===== src/rtl/isp_1bit_morph.sv =====
// isp_1bit_morph: 3x3 binary erosion/dilation with line buffers, border padding and end-of-frame flush.
module isp_1bit_morph #(
  parameter int IMG_W = 640,
  parameter int IMG_H = 480
) (
  input  logic        sys_clk,
  input  logic        sys_rst_n,
  input  logic        wr_en,
  input  logic        img_1bit_in,
  input  logic [1:0]  mode,
  input  logic [8:0]  kernel_mask,
  output logic        morph_wr_en,
  output logic        img_1bit_out,
  output logic [15:0] morph_data,
  output logic        frame_done,
  output logic        drop_err
);
  localparam int CW = $clog2(IMG_W);
  localparam int RW = $clog2(IMG_H);
  localparam int FW = $clog2(IMG_W + 2);
  localparam logic [CW-1:0] W_LAST = CW'(IMG_W - 1);
  localparam logic [RW-1:0] H_LAST = RW'(IMG_H - 1);
  localparam logic [FW-1:0] F_LAST = FW'(IMG_W);
  typedef enum logic [1:0] {IDLE, FILL, RUN, FLUSH} state_t;
  state_t state;
  logic [CW-1:0] in_col, c_col;
  logic [RW-1:0] in_row, c_row;
  logic [FW-1:0] f_cnt;
  logic [1:0] mode_l, s1_mode, s2_mode;
  logic [8:0] mask_l, s1_mask;
  logic [IMG_W-1:0] lb1, lb2;
  logic [2:0][2:0] win, e;
  logic [2:0] r, s2_r;
  logic s1_v, s1_last, s1_top, s1_bot, s1_lft, s1_rgt, s2_v, s2_last, s2_c;
  logic ev, emit, pix, s1_ero, res;
  assign ev = (state == FLUSH) || wr_en;
  assign emit = ev && (state == RUN || state == FLUSH);
  assign pix = (state != FLUSH) && img_1bit_in;
  assign s1_ero = s1_mode == 2'b01;
  assign res = s2_mode == 2'b01 ? &s2_r : s2_mode == 2'b10 ? |s2_r : s2_c;
  // Out-of-image and masked-off positions both collapse to the reduction identity, which equals the pad value.
  always_comb begin
    e = '0;
    r = '0;
    for (int i = 0; i < 3; i++) begin
      for (int j = 0; j < 3; j++)
        e[i][j] = s1_mask[3*i+j] && !((i == 0 && s1_top) || (i == 2 && s1_bot) || (j == 0 && s1_lft) || (j == 2 && s1_rgt)) ? win[i][j] : s1_ero;
      r[i] = s1_ero ? &e[i] : |e[i];
    end
  end
  always_ff @(posedge sys_clk)
    if (ev) begin
      lb1    <= {lb1[IMG_W-2:0], pix};
      lb2    <= {lb2[IMG_W-2:0], lb1[IMG_W-1]};
      win[2] <= {pix, win[2][2:1]};
      win[1] <= {lb1[IMG_W-1], win[1][2:1]};
      win[0] <= {lb2[IMG_W-1], win[0][2:1]};
    end
  always_ff @(posedge sys_clk or negedge sys_rst_n)
    if (!sys_rst_n) begin
      state <= IDLE;
      in_col <= '0;
      in_row <= '0;
      c_col <= '0;
      c_row <= '0;
      f_cnt <= '0;
      mode_l <= '0;
      mask_l <= '0;
      drop_err <= 1'b0;
      {s1_v, s1_last, s1_top, s1_bot, s1_lft, s1_rgt} <= '0;
      s1_mode <= '0;
      s1_mask <= '0;
      {s2_v, s2_last, s2_c} <= '0;
      s2_mode <= '0;
      s2_r <= '0;
      morph_wr_en <= 1'b0;
      img_1bit_out <= 1'b0;
      morph_data <= '0;
      frame_done <= 1'b0;
    end else begin
      drop_err <= drop_err | (wr_en && state == FLUSH);
      case (state)
        IDLE: if (wr_en) begin
          state <= FILL;
          mode_l <= mode;
          mask_l <= kernel_mask;
          in_col <= CW'(1);
          in_row <= '0;
        end
        FILL, RUN: if (wr_en) begin
          in_col <= in_col == W_LAST ? '0 : in_col + 1'b1;
          in_row <= in_col == W_LAST ? in_row + 1'b1 : in_row;
          if (state == FILL && in_row == RW'(1) && in_col == '0) state <= RUN;
          if (state == RUN && in_row == H_LAST && in_col == W_LAST) begin
            state <= FLUSH;
            in_row <= '0;
          end
        end
        FLUSH: begin
          f_cnt <= f_cnt == F_LAST ? '0 : f_cnt + 1'b1;
          if (f_cnt == F_LAST) state <= IDLE;
        end
        default: state <= IDLE;
      endcase
      if (emit) begin
        c_col <= c_col == W_LAST ? '0 : c_col + 1'b1;
        c_row <= c_col == W_LAST ? (c_row == H_LAST ? '0 : c_row + 1'b1) : c_row;
      end
      s1_v <= emit;
      s1_last <= state == FLUSH && f_cnt == F_LAST;
      s1_mode <= mode_l;
      s1_mask <= mask_l;
      s1_top <= c_row == '0;
      s1_bot <= c_row == H_LAST;
      s1_lft <= c_col == '0;
      s1_rgt <= c_col == W_LAST;
      s2_v <= s1_v;
      s2_last <= s1_v && s1_last;
      s2_mode <= s1_mode;
      s2_r <= r;
      s2_c <= win[1][1];
      morph_wr_en <= s2_v;
      img_1bit_out <= s2_v && res;
      morph_data <= {16{s2_v && res}};
      frame_done <= s2_v && s2_last;
    end
endmodule


===== config.mk =====
export PLATFORM = sky130hd
export DESIGN_NAME = isp_1bit_morph
export DESIGN_NICKNAME = d
export VERILOG_FILES = /design/src/rtl/isp_1bit_morph.sv
export SDC_FILE = /design/constraint.sdc
export NUM_CORES = 1
export LEC_CHECK = 0
export ABC_CLOCK_PERIOD_IN_PS = 29300
export BUFFER_PORTS_ARGS = -buffer_cell sky130_fd_sc_hd__buf_2
export CORE_MARGIN = 2
export CORE_UTILIZATION = 55
export DETAILED_ROUTE_END_ITERATION = 10
export PLACE_DENSITY = 0.71
export SYNTH_ARGS = -nofsm -noshare
export SYNTH_HDL_FRONTEND = slang
export SYNTH_SLANG_ARGS = --single-unit

===== constraint.sdc =====
create_clock -name sys_clk -period 29.3 [get_ports sys_clk]
set_clock_uncertainty 0.1 [all_clocks]
set_input_delay 2.93 -clock sys_clk [delete_from_list [all_inputs] [get_ports sys_clk]]
set_output_delay 2.93 -clock sys_clk [all_outputs]
set_load 0.05 [all_outputs]

# Word-level counts from Yosys, hierarchy flattened
# Index checks and enable logic that the tools add are counted.
# classes
n_eq_ne	18
n_reduce_logical	52
n_mux	32
n_bitwise	1
n_addsub	5
# op_table
op	count
2-to-1 mux 10 bit	5
2-to-1 mux 9 bit	5
adder 10 x 1 -> 10 bit (second input constant)	3
equality test 10 bit (second input constant)	3
logical NOT 10 bit	2
case mux 10 bit (2 select lines)	1
logical AND 1 bit	19
adder 9 x 1 -> 9 bit (second input constant)	2
equality test 9 bit (second input constant)	2
case mux 9 bit (2 select lines)	1
AND reduction 3 bit	5
2-to-1 mux 1 bit	14
OR reduction 3 bit	4
2-to-1 mux 2 bit	5
equality test 9 x 1 -> 1 bit (second input constant)	1
logical NOT 9 bit	1
logical NOT 1 bit	8
AND reduction 4 bit	2
equality test 2 x 1 -> 1 bit (second input constant)	3
equality test 2 bit (second input constant)	3
logical OR 1 bit	6
inequality test 2 bit (second input constant)	3
inequality test 3 bit (second input constant)	2
case mux 2 bit (3 select lines)	1
6 further kinds	7
# word_totals
output_inout_bits	20
wordCells	139
ff_bits	1380
inputBits	15

# Logic depth before layout (Yosys ltp)
# Gate-level depths: netlist of run 1.
# logic_depth
ltp_word	7
ltp_mapped	8
ltp_nobuf	8

# Worst setup path after synthesis of run 1
# Ideal clock, no wire load.
# synth_path
path_kind	input to register
startpoint	input wr_en
endpoint	register lb1[0], enable pin
path_stages	1
slack_ns	9.919
required_time_ns	28.063
t_arrival_ns	18.144
path_cell_list	or2_2
# synth_via
elab_chain_len	1
# synth_lines
element	line_no	text
from (decl)	8	input logic wr_en,
logical OR 1 bit	36	assign ev = (state == FLUSH) || wr_en;
to (signal assigned)	53	lb1 <= {lb1[IMG_W-2:0], pix};
to (decl)	31	logic [IMG_W-1:0] lb1, lb2;
# Every way passes these cells.
# A chain may end at the register's enable or synchronous reset.

# Worst setup path after layout of run 1
# layout_path
startpoint	input wr_en
endpoint	register lb2[279], enable pin
# layout_via
elab_chain_len	1
# layout_lines
element	line_no	text
logical OR 1 bit	36	
net ev	35	logic ev, emit, pix, s1_ero, res;
to (signal assigned)	54	lb2 <= {lb2[IMG_W-2:0], lb1[IMG_W-1]};
to (decl)	31	
# The timed path passes the listed nets, and every way through them passes these cells.

==> key figures, run 1 <==
Outcome
  • Outcome: finished, final reports clean

Synth
  • Top cells by area, synth: edfxtp_1 (90%), dfrtp_1 (5.3%), ha_1 (0.41%)
  • Syn avg cell area: 25.57 um^2
  • Syn Inst Count: 1673
  • Mapped Nets: 1702
  • Yosys top cell area share: 90.05%
  • Post-synth ARST share: 6.555%
  • Synth unique cells: 58
  • Number of synthesis warnings: 0
  • Post-synthesis sequential area ratio: 95.32%
  • Cell area after synthesis: 42780 um^2
  • Number of synthesized flops with an enable pin: 1283
  • Top FF cell, synth: edfxtp_1
  • Synth area leader: edfxtp_1
  • Synth Register Bits: 1373

GRT
  • Gr usage total: 13.84%
  • First-pass GRT wire length: 85820 um
  • Number of global-route vias before repair: 15.21k
  • Initial antenna violation count: 0
  • Largest net degree at the start of global routing: 230
  • Total grt overflow: 0

Clocking
  • Hold buffer count at CTS: 0
  • Clock buffer depth: 3
  • Post-CTS Setup Bufs: 0
  • Worst-skew pair later-pin latency: 0.71 ns
  • PostCTS Resize Cnt: 0
  • CTS tree: yes
  • Clock Pin Slew Worst Setup and Hold Paths: 0.06 ns
  • H-tree lvl count: 4
  • CTS sink count: 1373
  • Cts bufs inserted: 130
  • Root Buffer: clkbuf_16

Finish
  • Final net count: 1855
  • Area delta synth->final: 13.21%
  • Fraction of layout cells with a size suffix above 1: 13.40%
  • Final Util: 62.73%
  • Ant. Diodes: 0
  • Layout Cells excl Fill: 2973

Hold path
  • Hold/Removal Path Class: flop to flop
  • Hold-critical path depth: 0
  • Hold path endpoint: s2_mode[0]$_DFF_PN0_
  • HP Start: s1_mode[0]$_DFF_PN0_

Power and ir drop
  • Pleak: 17.83 nW
  • Final Total Pwr: 3.922 mW
  • Worst vdd ir: 66.06 uV
  • Power Density: 80.97 nW/um^2

Worst setup path
  • WS Path Type: primary input to flop
  • Critical Path RT: 29.50 ns
  • Reg2reg path depth: 6
  • R2R Path End: lb2[279]$_DFFE_PP_
  • CP arrival: 7.53 ns
  • Critical path origin: wr_en
  • Crit Reg-Reg Startpoint: state[0]$_DFFE_PN0P_
  • R2R Setup Slk: 23.40 ns
  • Endpoint type of the worst setup path: flop
  • Type of origin of the critical path: primary input
  • CP Max Fanout: 229

Routing
  • DR pass1 iterations: 5
  • Final WL: 54880 um
  • WL/cell: 18.46 um
  • Via count: 15.18k
  • Drc violations: 0
  • DRT iter0 DRCs: 1539
  • Vias per Instance: 5.106
  • Post-DRT Antenna Nets: 0

STA
  • Fmax: 136.5 MHz
  • Min setup slack post-route: 21.97 ns
  • Setup TNS: 0 ns
  • RSZ-0062 raised after global routing: false
  • Final Max Tran Viols: 0
  • Worst slew margin: 14.18%
  • Setup Viol. Count Final: 0
  • Worst slew pin tran: 1.287 ns
  • Tcrit/Tclk final: 25.01%
  • Post-route minimum period: 7.327 ns
  • Final Hold Viols: 0

Floorplanning
  • Core ar.: 77210 um^2
  • Site Rows: 102
  • Initial core utilization: 55.41%
  • Die area: 80030 um^2
  • Die Ht: 282.9 um
  • Die Wd: 282.9 um
  • IO Count: 35

Placed design
  • Place WS: 21.22 ns
  • Routability Congestion: 0.7447
  • Placed Cells: 2734
  • Port Buffers: 34
  • DPL Wire Length: 21630 um

Run
  • Max Cap Viol: 0
## final cells by class
| type | count | area (um^2) |
|---|---|---|
| Multi-Input combinational cell | 256 | 1774 |
| Clock inverter | 76 | 705.7 |
| Clock buffer | 163 | 3503 |
| Timing Repair Buffer | 42 | 282.8 |
| Inverter | 23 | 86.33 |
| Fill cell | 4903 | 28780 |
| Tap cell | 1040 | 1301 |
| Sequential cell | 1373 | 40780 |
## worst max-delay path: stages
cell and delay [ns]:
buf_2 0.13, or2_4 0.55, buf_4 0.84, buf_12 0.82, buf_12 0.77, buf_4 1.06
## state kept, by name (all words and copies together), names as in the netlist, 2 cells and up
signal   flops
f_cnt       10
c_col       10
lb2        640
s1_mode      2
c_row        9
win          3
in_col      10
mode_l       2
s2_mode      2
in_row       9
s2_r         3
state        2
mask_l       9
lb1        640
s1_mask      9
## metrics by stage
step | hold WS, ns | cell area (um^2)
2_1_floorplan | 0.2465 | 42780
3_3_place_gp | 0.2572 | 44220
3_5_place_dp | 0.2569 | 44220
4_1_cts | 0.2691 | 48430
5_1_grt | 0.2726 | 48430
6_report | 0.2678 | 48430
## cell families after synthesis
group	after synthesis	synth area share, %
AO/OA/AOI/OAI	58	0.9446
XOR/XNOR	25	0.5118
adder cells (fa/ha/maj)	14	0.4094
buffers and inverters	44	0.5411
flip-flops	1373	95.32
multiplexers	14	0.3656
AND/OR/NAND/NOR	145	1.910
## layer usage
metal	routed length, um	global-route usage [%]	vias to the layer above
met2	24810	19.40	314
met3	2363	3.301	104
met1	26320	20.99	7809
met5	0	0	-
met4	1383	6.210	0
li1	-	-	6952
## worst max-delay path by stage
stage	slack [ns]	endpoint	cells past startpoint
floorplan	9.92	lb1[0]$_DFFE_PP_	1
global placement	21.55	lb2[278]$_DFFE_PP_	6
detailed placement	21.22	lb2[266]$_DFFE_PP_	6
CTS	22.07	lb2[272]$_DFFE_PP_	6
global route	21.57	lb2[266]$_DFFE_PP_	6
finish	21.97	lb2[279]$_DFFE_PP_	6
## cells in the mapped netlist (all sizes together), types with 2 or more instances
cell type / instances
o311ai: 2
nor2: 29
nor3: 5
and4: 4
inv: 23
a31oi: 3
o31ai: 5
clkbuf: 3
nand2b: 3
a32o: 2
a21oi: 5
a21o: 3
and2: 3
o22ai: 4
nand2: 30
nand3: 15
nor4b: 3
buf: 18
and3: 9
edfxtp: 1283
nor3b: 6
and4bb: 2
nor4: 8
o21ai: 21
a22o: 5
xor2: 10
o21bai: 2
or2: 3
nor2b: 7
dfrtp: 90
mux2: 13
nand4: 9
xnor2: 15
and4b: 2
or3: 3
ha: 14
## power breakdown
group,internal (mW),total [mW],switching [mW]
Clock,0.944,1.65,0.706
Combinational,0.00156,0.00896,0.00740
Sequential,2.23,2.26,0.0316
## layout by cell type, fill, tap and decap left out, drive strengths merged, types with 3 or more instances in the layout
| master | instances |
|---|---|
| or2 | 3 |
| a22o | 5 |
| clkinv | 50 |
| xor2 | 10 |
| nand2b | 3 |
| and2 | 3 |
| and4 | 4 |
| nor2 | 29 |
| a31oi | 3 |
| inv | 32 |
| ha | 14 |
| a21o | 3 |
| nand4 | 9 |
| bufinv | 10 |
| o22ai | 4 |
| dfrtp | 90 |
| nor4 | 8 |
| o21ai | 21 |
| or3 | 3 |
| buf | 42 |
| nand3 | 15 |
| clkinvlp | 7 |
| and3 | 9 |
| nor3 | 5 |
| o31ai | 5 |
| xnor2 | 15 |
| nor4b | 3 |
| nand2 | 30 |
| edfxtp | 1283 |
| nor2b | 7 |
| mux2 | 13 |
| clkbuf | 163 |
| nor3b | 6 |
| a21oi | 5 |
Power figures use the tool's default switching activity.
==> run 2, diff against run 1 <==
--- a/config.mk
+++ b/config.mk
@@ -5,12 +5,12 @@
 export SDC_FILE = /design/constraint.sdc
 export NUM_CORES = 1
 export LEC_CHECK = 0
-export ABC_CLOCK_PERIOD_IN_PS = 29300
+export ABC_CLOCK_PERIOD_IN_PS = 6600
 export BUFFER_PORTS_ARGS = -buffer_cell sky130_fd_sc_hd__buf_2
 export CORE_MARGIN = 2
 export CORE_UTILIZATION = 55
 export DETAILED_ROUTE_END_ITERATION = 10
-export PLACE_DENSITY = 0.71
+export PLACE_DENSITY = 0.74
 export SYNTH_ARGS = -nofsm -noshare
 export SYNTH_HDL_FRONTEND = slang
 export SYNTH_SLANG_ARGS = --single-unit
==> constraint.sdc (replaced) <==
create_clock -name sys_clk -period 6.6 [get_ports sys_clk]
set_clock_uncertainty 0.1 [all_clocks]
set_input_delay 0.66 -clock sys_clk [delete_from_list [all_inputs] [get_ports sys_clk]]
set_output_delay 0.66 -clock sys_clk [all_outputs]
set_load 0.05 [all_outputs]
==> run 2 against run 1 <==
  * Non-clock buffer count increased by 7
  * Global-route usage up 0.091 points
  * Worst setup slack got worse by 18 ns
  * Largest power group unchanged
  * Clock power increased to 4.0 times the previous value
==> key figures, run 2 (synthesis gave the netlist of run 1 again) <==
Outcome
  • Outcome: finished, final reports clean

Finish
  • Area delta synth->final: 12.47%
  • Most frequent cells in the layout: edfxtp_1 (1283), clkbuf_16 (121), dfrtp_1 (90)
  • Fillers: 4898
  • Ant. Diodes: 0
  • Largest regs: lb1: 640 flops, lb2: 640 flops
  • Fraction of layout cells with a size suffix above 1: 12.78%
  • Most common cell after layout, fill and taps aside: edfxtp_1
  • Final net count: 1852
  • Area of the multi-input gates: 1787 um^2
  • Register area: 40780 um^2

Power and ir drop
  • Power Density: 347.9 nW/um^2
  • Pleak: 17.68 nW
  • Worst vdd ir: 248.2 uV

Worst setup path
  • Cell family with most CP delay: buffers and inverters
  • WS Path Type: flop to flop
  • Most frequent CP cell: buf_12
  • Worst Path Buf+Inv: 2
  • Type of origin of the critical path: flop
  • CP arrival: 3.31 ns
  • CP Max Fanout: 120
  • Max stage delay on crit path: 0.82 ns
  • Endpoint type of the worst setup path: flop
  • R2R Setup Slk: 3.49 ns
  • CP max stage cell: or2_4
  • Critical Path RT: 6.80 ns
  • Critical-path cell list: ha_4 -> or2_4 -> buf_12 -> buf_12

STA
  • Final Max Tran Viols: 0
  • Final Hold Viols: 0
  • Min setup slack post-route: 3.487 ns
  • Worst slew pin tran: 1.150 ns
  • Fmax: 321.2 MHz
  • Worst slew margin: 23.36%
  • Final hold slack: 0.06223 ns
  • Post-route minimum period: 3.113 ns
  • Setup TNS: 0 ns
  • Tcrit/Tclk final: 47.17%
  • Setup Viol. Count Final: 0
  • RSZ-0062 raised after global routing: false

Clocking
  • Root Buffer: clkbuf_16
  • CTS sink count: 1373
  • Post-CTS Setup Bufs: 0
  • Worst-skew pair later-pin latency: 0.68 ns
  • Clock Pin Slew Worst Setup and Hold Paths: 0.07 ns
  • H-tree lvl count: 3
  • CTS tree: yes
  • Hold buffer count at CTS: 0
  • Cts bufs inserted: 120
  • Clock buffer depth: 3
  • PostCTS Resize Cnt: 0

Floorplanning
  • Die area: 80030 um^2
  • IO Count: 35
  • Die Ht: 282.9 um
  • Core ar.: 77210 um^2
  • Initial core utilization: 55.41%
  • Site Rows: 102
  • Die Wd: 282.9 um

Routing
  • Post-DRT Antenna Nets: 0
  • DRT iter0 DRCs: 1438
  • Final WL: 55760 um
  • WL/cell: 18.81 um
  • Vias per Instance: 5.093
  • Drc violations: 0
  • Via count: 15.10k
  • DR pass1 iterations: 7

GRT
  • Total grt overflow: 0
  • Number of global-route vias before repair: 15.38k
  • First-pass GRT wire length: 87370 um
  • Gr usage total: 13.93%
  • Largest net degree at the start of global routing: 221
  • Initial antenna violation count: 0

Placed design
  • Place WS: 3.427 ns
  • Routability Congestion: 0.7384
  • DPL Wire Length: 22890 um
  • Port Buffers: 34

Run
  • Max Cap Viol: 0

Hold path
  • Hold/Removal Path Class: primary input to asynchronous set/reset pin
-- run 2: per-layer routing --
metal | up-vias | GRT usage, % | routed length, um
li1 | 6927 | - | -
met1 | 7809 | 21.19 | 26710
met2 | 283 | 20.66 | 25960
met3 | 81 | 2.818 | 2090
met4 | 0 | 4.455 | 1003
met5 | - | 0 | 0
-- run 2: area by class of cell --
cell class	count	share of cell area, %
clock buffers	141	6.449
clock inverters	83	1.350
inverters	23	0.1794
multi-input cells	256	3.713
flip-flops and latches	1373	84.75
well taps	1040	2.704
repair buffers	49	0.8529
-- run 2: worst paths after layout --
kind / startpoint / to / cells past startpoint
max in group asynchronous: sys_rst_n / c_row[6]$_DFFE_PN0P_ / 1
min reg2reg: mask_l[4]$_DFFE_PN0P_ / s1_mask[4]$_DFF_PN0_ / 0
max: state[0]$_DFFE_PN0P_ / lb2[116]$_DFFE_PP_ / 4
min in group sys_clk: kernel_mask[0] / mask_l[0]$_DFFE_PN0P_ / 2
min: sys_rst_n / in_col[2]$_DFFE_PN0P_ / 1
max reg2reg: state[0]$_DFFE_PN0P_ / lb2[116]$_DFFE_PP_ / 4
-- run 2: power by group --
group | internal (mW) | switching [mW] | leakage (nW)
clock network | 3.68 | 2.98 | 1.83
registers | 9.91 | 0.144 | 14.8
logic | 0.00694 | 0.0329 | 1.03
-- run 2: stage by stage --
stage / cells / total power [mW] / cell area, um^2 / util [%]
floorplan: 1673 / 10.17 / 42810 / -
global placement: 2741 / 10.24 / 44360 / 57.46
detailed placement: 2741 / 10.25 / 44360 / 57.46
CTS: 2965 / 16.97 / 48120 / 62.32
global route: 2965 / 17.29 / 48120 / 62.32
finish: 2965 / 16.74 / 48120 / 62.32
==> run 3, diff against run 2 <==
--- a/config.mk
+++ b/config.mk
@@ -5,12 +5,12 @@
 export SDC_FILE = /design/constraint.sdc
 export NUM_CORES = 1
 export LEC_CHECK = 0
-export ABC_CLOCK_PERIOD_IN_PS = 6600
+export ABC_CLOCK_PERIOD_IN_PS = 3050
 export BUFFER_PORTS_ARGS = -buffer_cell sky130_fd_sc_hd__buf_2
 export CORE_MARGIN = 2
 export CORE_UTILIZATION = 55
 export DETAILED_ROUTE_END_ITERATION = 10
-export PLACE_DENSITY = 0.74
+export PLACE_DENSITY = 0.71
 export SYNTH_ARGS = -nofsm -noshare
 export SYNTH_HDL_FRONTEND = slang
 export SYNTH_SLANG_ARGS = --single-unit
==> constraint.sdc (replaced) <==
create_clock -name sys_clk -period 3.05 [get_ports sys_clk]
set_clock_uncertainty 0.1 [all_clocks]
set_input_delay 0.305 -clock sys_clk [delete_from_list [all_inputs] [get_ports sys_clk]]
set_output_delay 0.305 -clock sys_clk [all_outputs]
set_load 0.05 [all_outputs]
==> run 3 against run 2 <==
  * Non-clock buffer count rose by 51
  * Flip-flop and latch count did not move
  * Critical endpoint is now in_row[8]$_DFFE_PN0P_
  * Via count rose by 2.9%
  * Worst hold slack improved by 0.18 ns
  * Sequential power rose by 120%
  * Register-to-register slack got worse by 3.0 ns
  * Largest cell class unchanged
  * Wire length rose by 2.8%
  * First-iteration DRC count rose by 11%
  * Clock power rose by 130%
  * Cell count rose by 2.1%
==> key figures, run 3 (synthesis gave the netlist of run 1 again) <==
Outcome
  • Outcome: finished, final reports clean

Worst setup path
  • Worst Path Buf+Inv: 1
  • Type of origin of the critical path: flop
  • Critical Path RT: 3.56 ns
  • CP arrival: 3.07 ns
  • WS Path Type: flop to flop
  • Cell family with most CP delay: compound AO/OA/AOI/OAI gates
  • Endpoint type of the worst setup path: flop
  • CP Max Fanout: 11
  • CP max stage cell: ha_1
  • Critical-path cell list: inv_1 -> ha_1 -> o21ba_2 -> or2_1 -> a21o_4 -> or2_4 -> o41ai_2
  • Max stage delay on crit path: 0.46 ns

Floorplanning
  • Die area: 80030 um^2
  • Core ar.: 77210 um^2
  • Die Wd: 282.9 um
  • IO Count: 35
  • Initial core utilization: 55.41%
  • Site Rows: 102
  • Die Ht: 282.9 um

Finish
  • Area delta synth->final: 14.54%
  • Final net count: 1913
  • Largest regs: lb1: 640 flops, lb2: 640 flops
  • Layout Cells excl Fill: 3026
  • Most frequent cells in the layout: edfxtp_1 (1283), clkbuf_16 (136), dfrtp_1 (90)
  • Ant. Diodes: 0
  • Fraction of layout cells with a size suffix above 1: 14.65%
  • Most common cell after layout, fill and taps aside: edfxtp_1

Routing
  • Via count: 15.54k
  • Drc violations: 0
  • Final WL: 57340 um
  • WL/cell: 18.95 um
  • DRT iter0 DRCs: 1598
  • Post-DRT Antenna Nets: 0
  • DR pass1 iterations: 5
  • Vias per Instance: 5.136

STA
  • Final Max Tran Viols: 0
  • Fmax: 391.3 MHz
  • Tcrit/Tclk final: 83.78%
  • Worst slew pin tran: 1.111 ns
  • Worst slew margin: 25.96%
  • Final Hold Viols: 0
  • Setup TNS: 0 ns
  • Post-route minimum period: 2.555 ns
  • Setup Viol. Count Final: 0
  • RSZ-0062 raised after global routing: false

Power and ir drop
  • Internal Dissipation: 30.19 mW
  • Net Sw Frac: 18.92%
  • Power Density: 759.9 nW/um^2
  • Comb pwr share: 0.3%
  • Switching power: 7.045 mW
  • Clock power frac: 41.3%
  • Worst vdd ir: 533.3 uV
  • Reg power frac: 58.4%
  • Pleak: 18.14 nW
  • Final Total Pwr: 37.24 mW

Clocking
  • H-tree lvl count: 4
  • CTS sink count: 1373
  • Cts bufs inserted: 130
  • Clock buffer depth: 3
  • CTS tree: yes
  • Clock Pin Slew Worst Setup and Hold Paths: 0.06 ns
  • Worst-skew pair later-pin latency: 0.72 ns
  • Post-CTS Setup Bufs: 0
  • Root Buffer: clkbuf_16

GRT
  • Initial antenna violation count: 0
  • Number of global-route vias before repair: 15.61k
  • Total grt overflow: 0
  • Gr usage total: 14.49%
  • Largest net degree at the start of global routing: 93
  • First-pass GRT wire length: 89310 um

Placed design
  • Port Buffers: 34
  • Routability Congestion: 0.7570
  • DPL Wire Length: 24850 um
  • Placed Cells: 2778

Hold path
  • Hold/Removal Path Class: primary input to asynchronous set/reset pin

Run
  • Max Cap Viol: 0
[run 3: changes by cell type in the layout (fill, tap and decap cells not counted), moves of 3 or more]
cell,previous run,this run
clkbuf_1,20,28
clkinv_1,36,30
clkinv_2,22,19
dlygate4sd3_1,0,14
clkbuf_16,121,136
buf_4,6,32
buf_12,10,21
clkinvlp_4,5,1
[run 3: path summary, 6_finish.rpt]
kind,startpoint,to,slack [ns],cells past startpoint
setup / recovery,state[0]$_DFFE_PN0P_,in_row[8]$_DFFE_PN0P_,0.49,7
hold / removal,sys_rst_n,in_col[4]$_DFFE_PN0P_,0.24,2
setup reg to reg,state[0]$_DFFE_PN0P_,in_row[8]$_DFFE_PN0P_,0.49,7
hold reg to reg,mask_l[4]$_DFFE_PN0P_,s1_mask[4]$_DFF_PN0_,0.27,0
max in group asynchronous,sys_rst_n,c_col[3]$_DFFE_PN0P_,1.88,2
min in group sys_clk,mode[1],mode_l[1]$_DFFE_PN0P_,0.26,3
[run 3: metal layers]
metal | share of wire [%] | vias up | GRT usage (%)
li1 | - | 7056 | -
met1 | 47 | 8008 | 21.84
met2 | 46 | 374 | 20.78
met3 | 4.9 | 104 | 3.655
met4 | 2.2 | 0 | 5.386
met5 | 0 | - | 0
[run 3: layout make-up]
cell class,count,area [um^2]
Sequential cell,1373,40780
Fill cell,4856,28210
Clock buffer,165,3522
Multi-Input combinational cell,256,1787
Tap cell,1040,1301
Timing Repair Buffer,100,965.9
Clock inverter,69,563.0
Inverter,23,86.33
[run 3: what timing repair did]
item                                   4_1_cts  5_1_grt
endpoints found under the hold margin      105        0
setup endpoints to repair                    0        0
hold buffers                                14        0
resized for setup                            0        0
[run 3: per-stage QoR]
stage               utilization [%]  setup slack, ns  instance area, um^2  hold WS (ns)
finish                        63.47           0.4947                49000        0.2384
detailed placement            58.00           0.5708                44780        0.2602
CTS                           63.47           0.5054                49000        0.1975
global placement              58.00           0.6278                44780        0.2615
global route                  63.47           0.4115                49000        0.2520
floorplan                         -           -7.512                42810      -0.09059
[run 3: power by group through the flow]
stage / clock network (mW) / registers [mW] / logic [mW]
after CTS: 15.9 / 21.8 / 0.106
after detailed placement: 0 / 22.1 / 0.0920
after global placement: 0 / 22.1 / 0.0917
after global routing: 16.6 / 21.8 / 0.112
final: 15.4 / 21.7 / 0.104
after floorplan: 0 / 21.9 / 0.0571
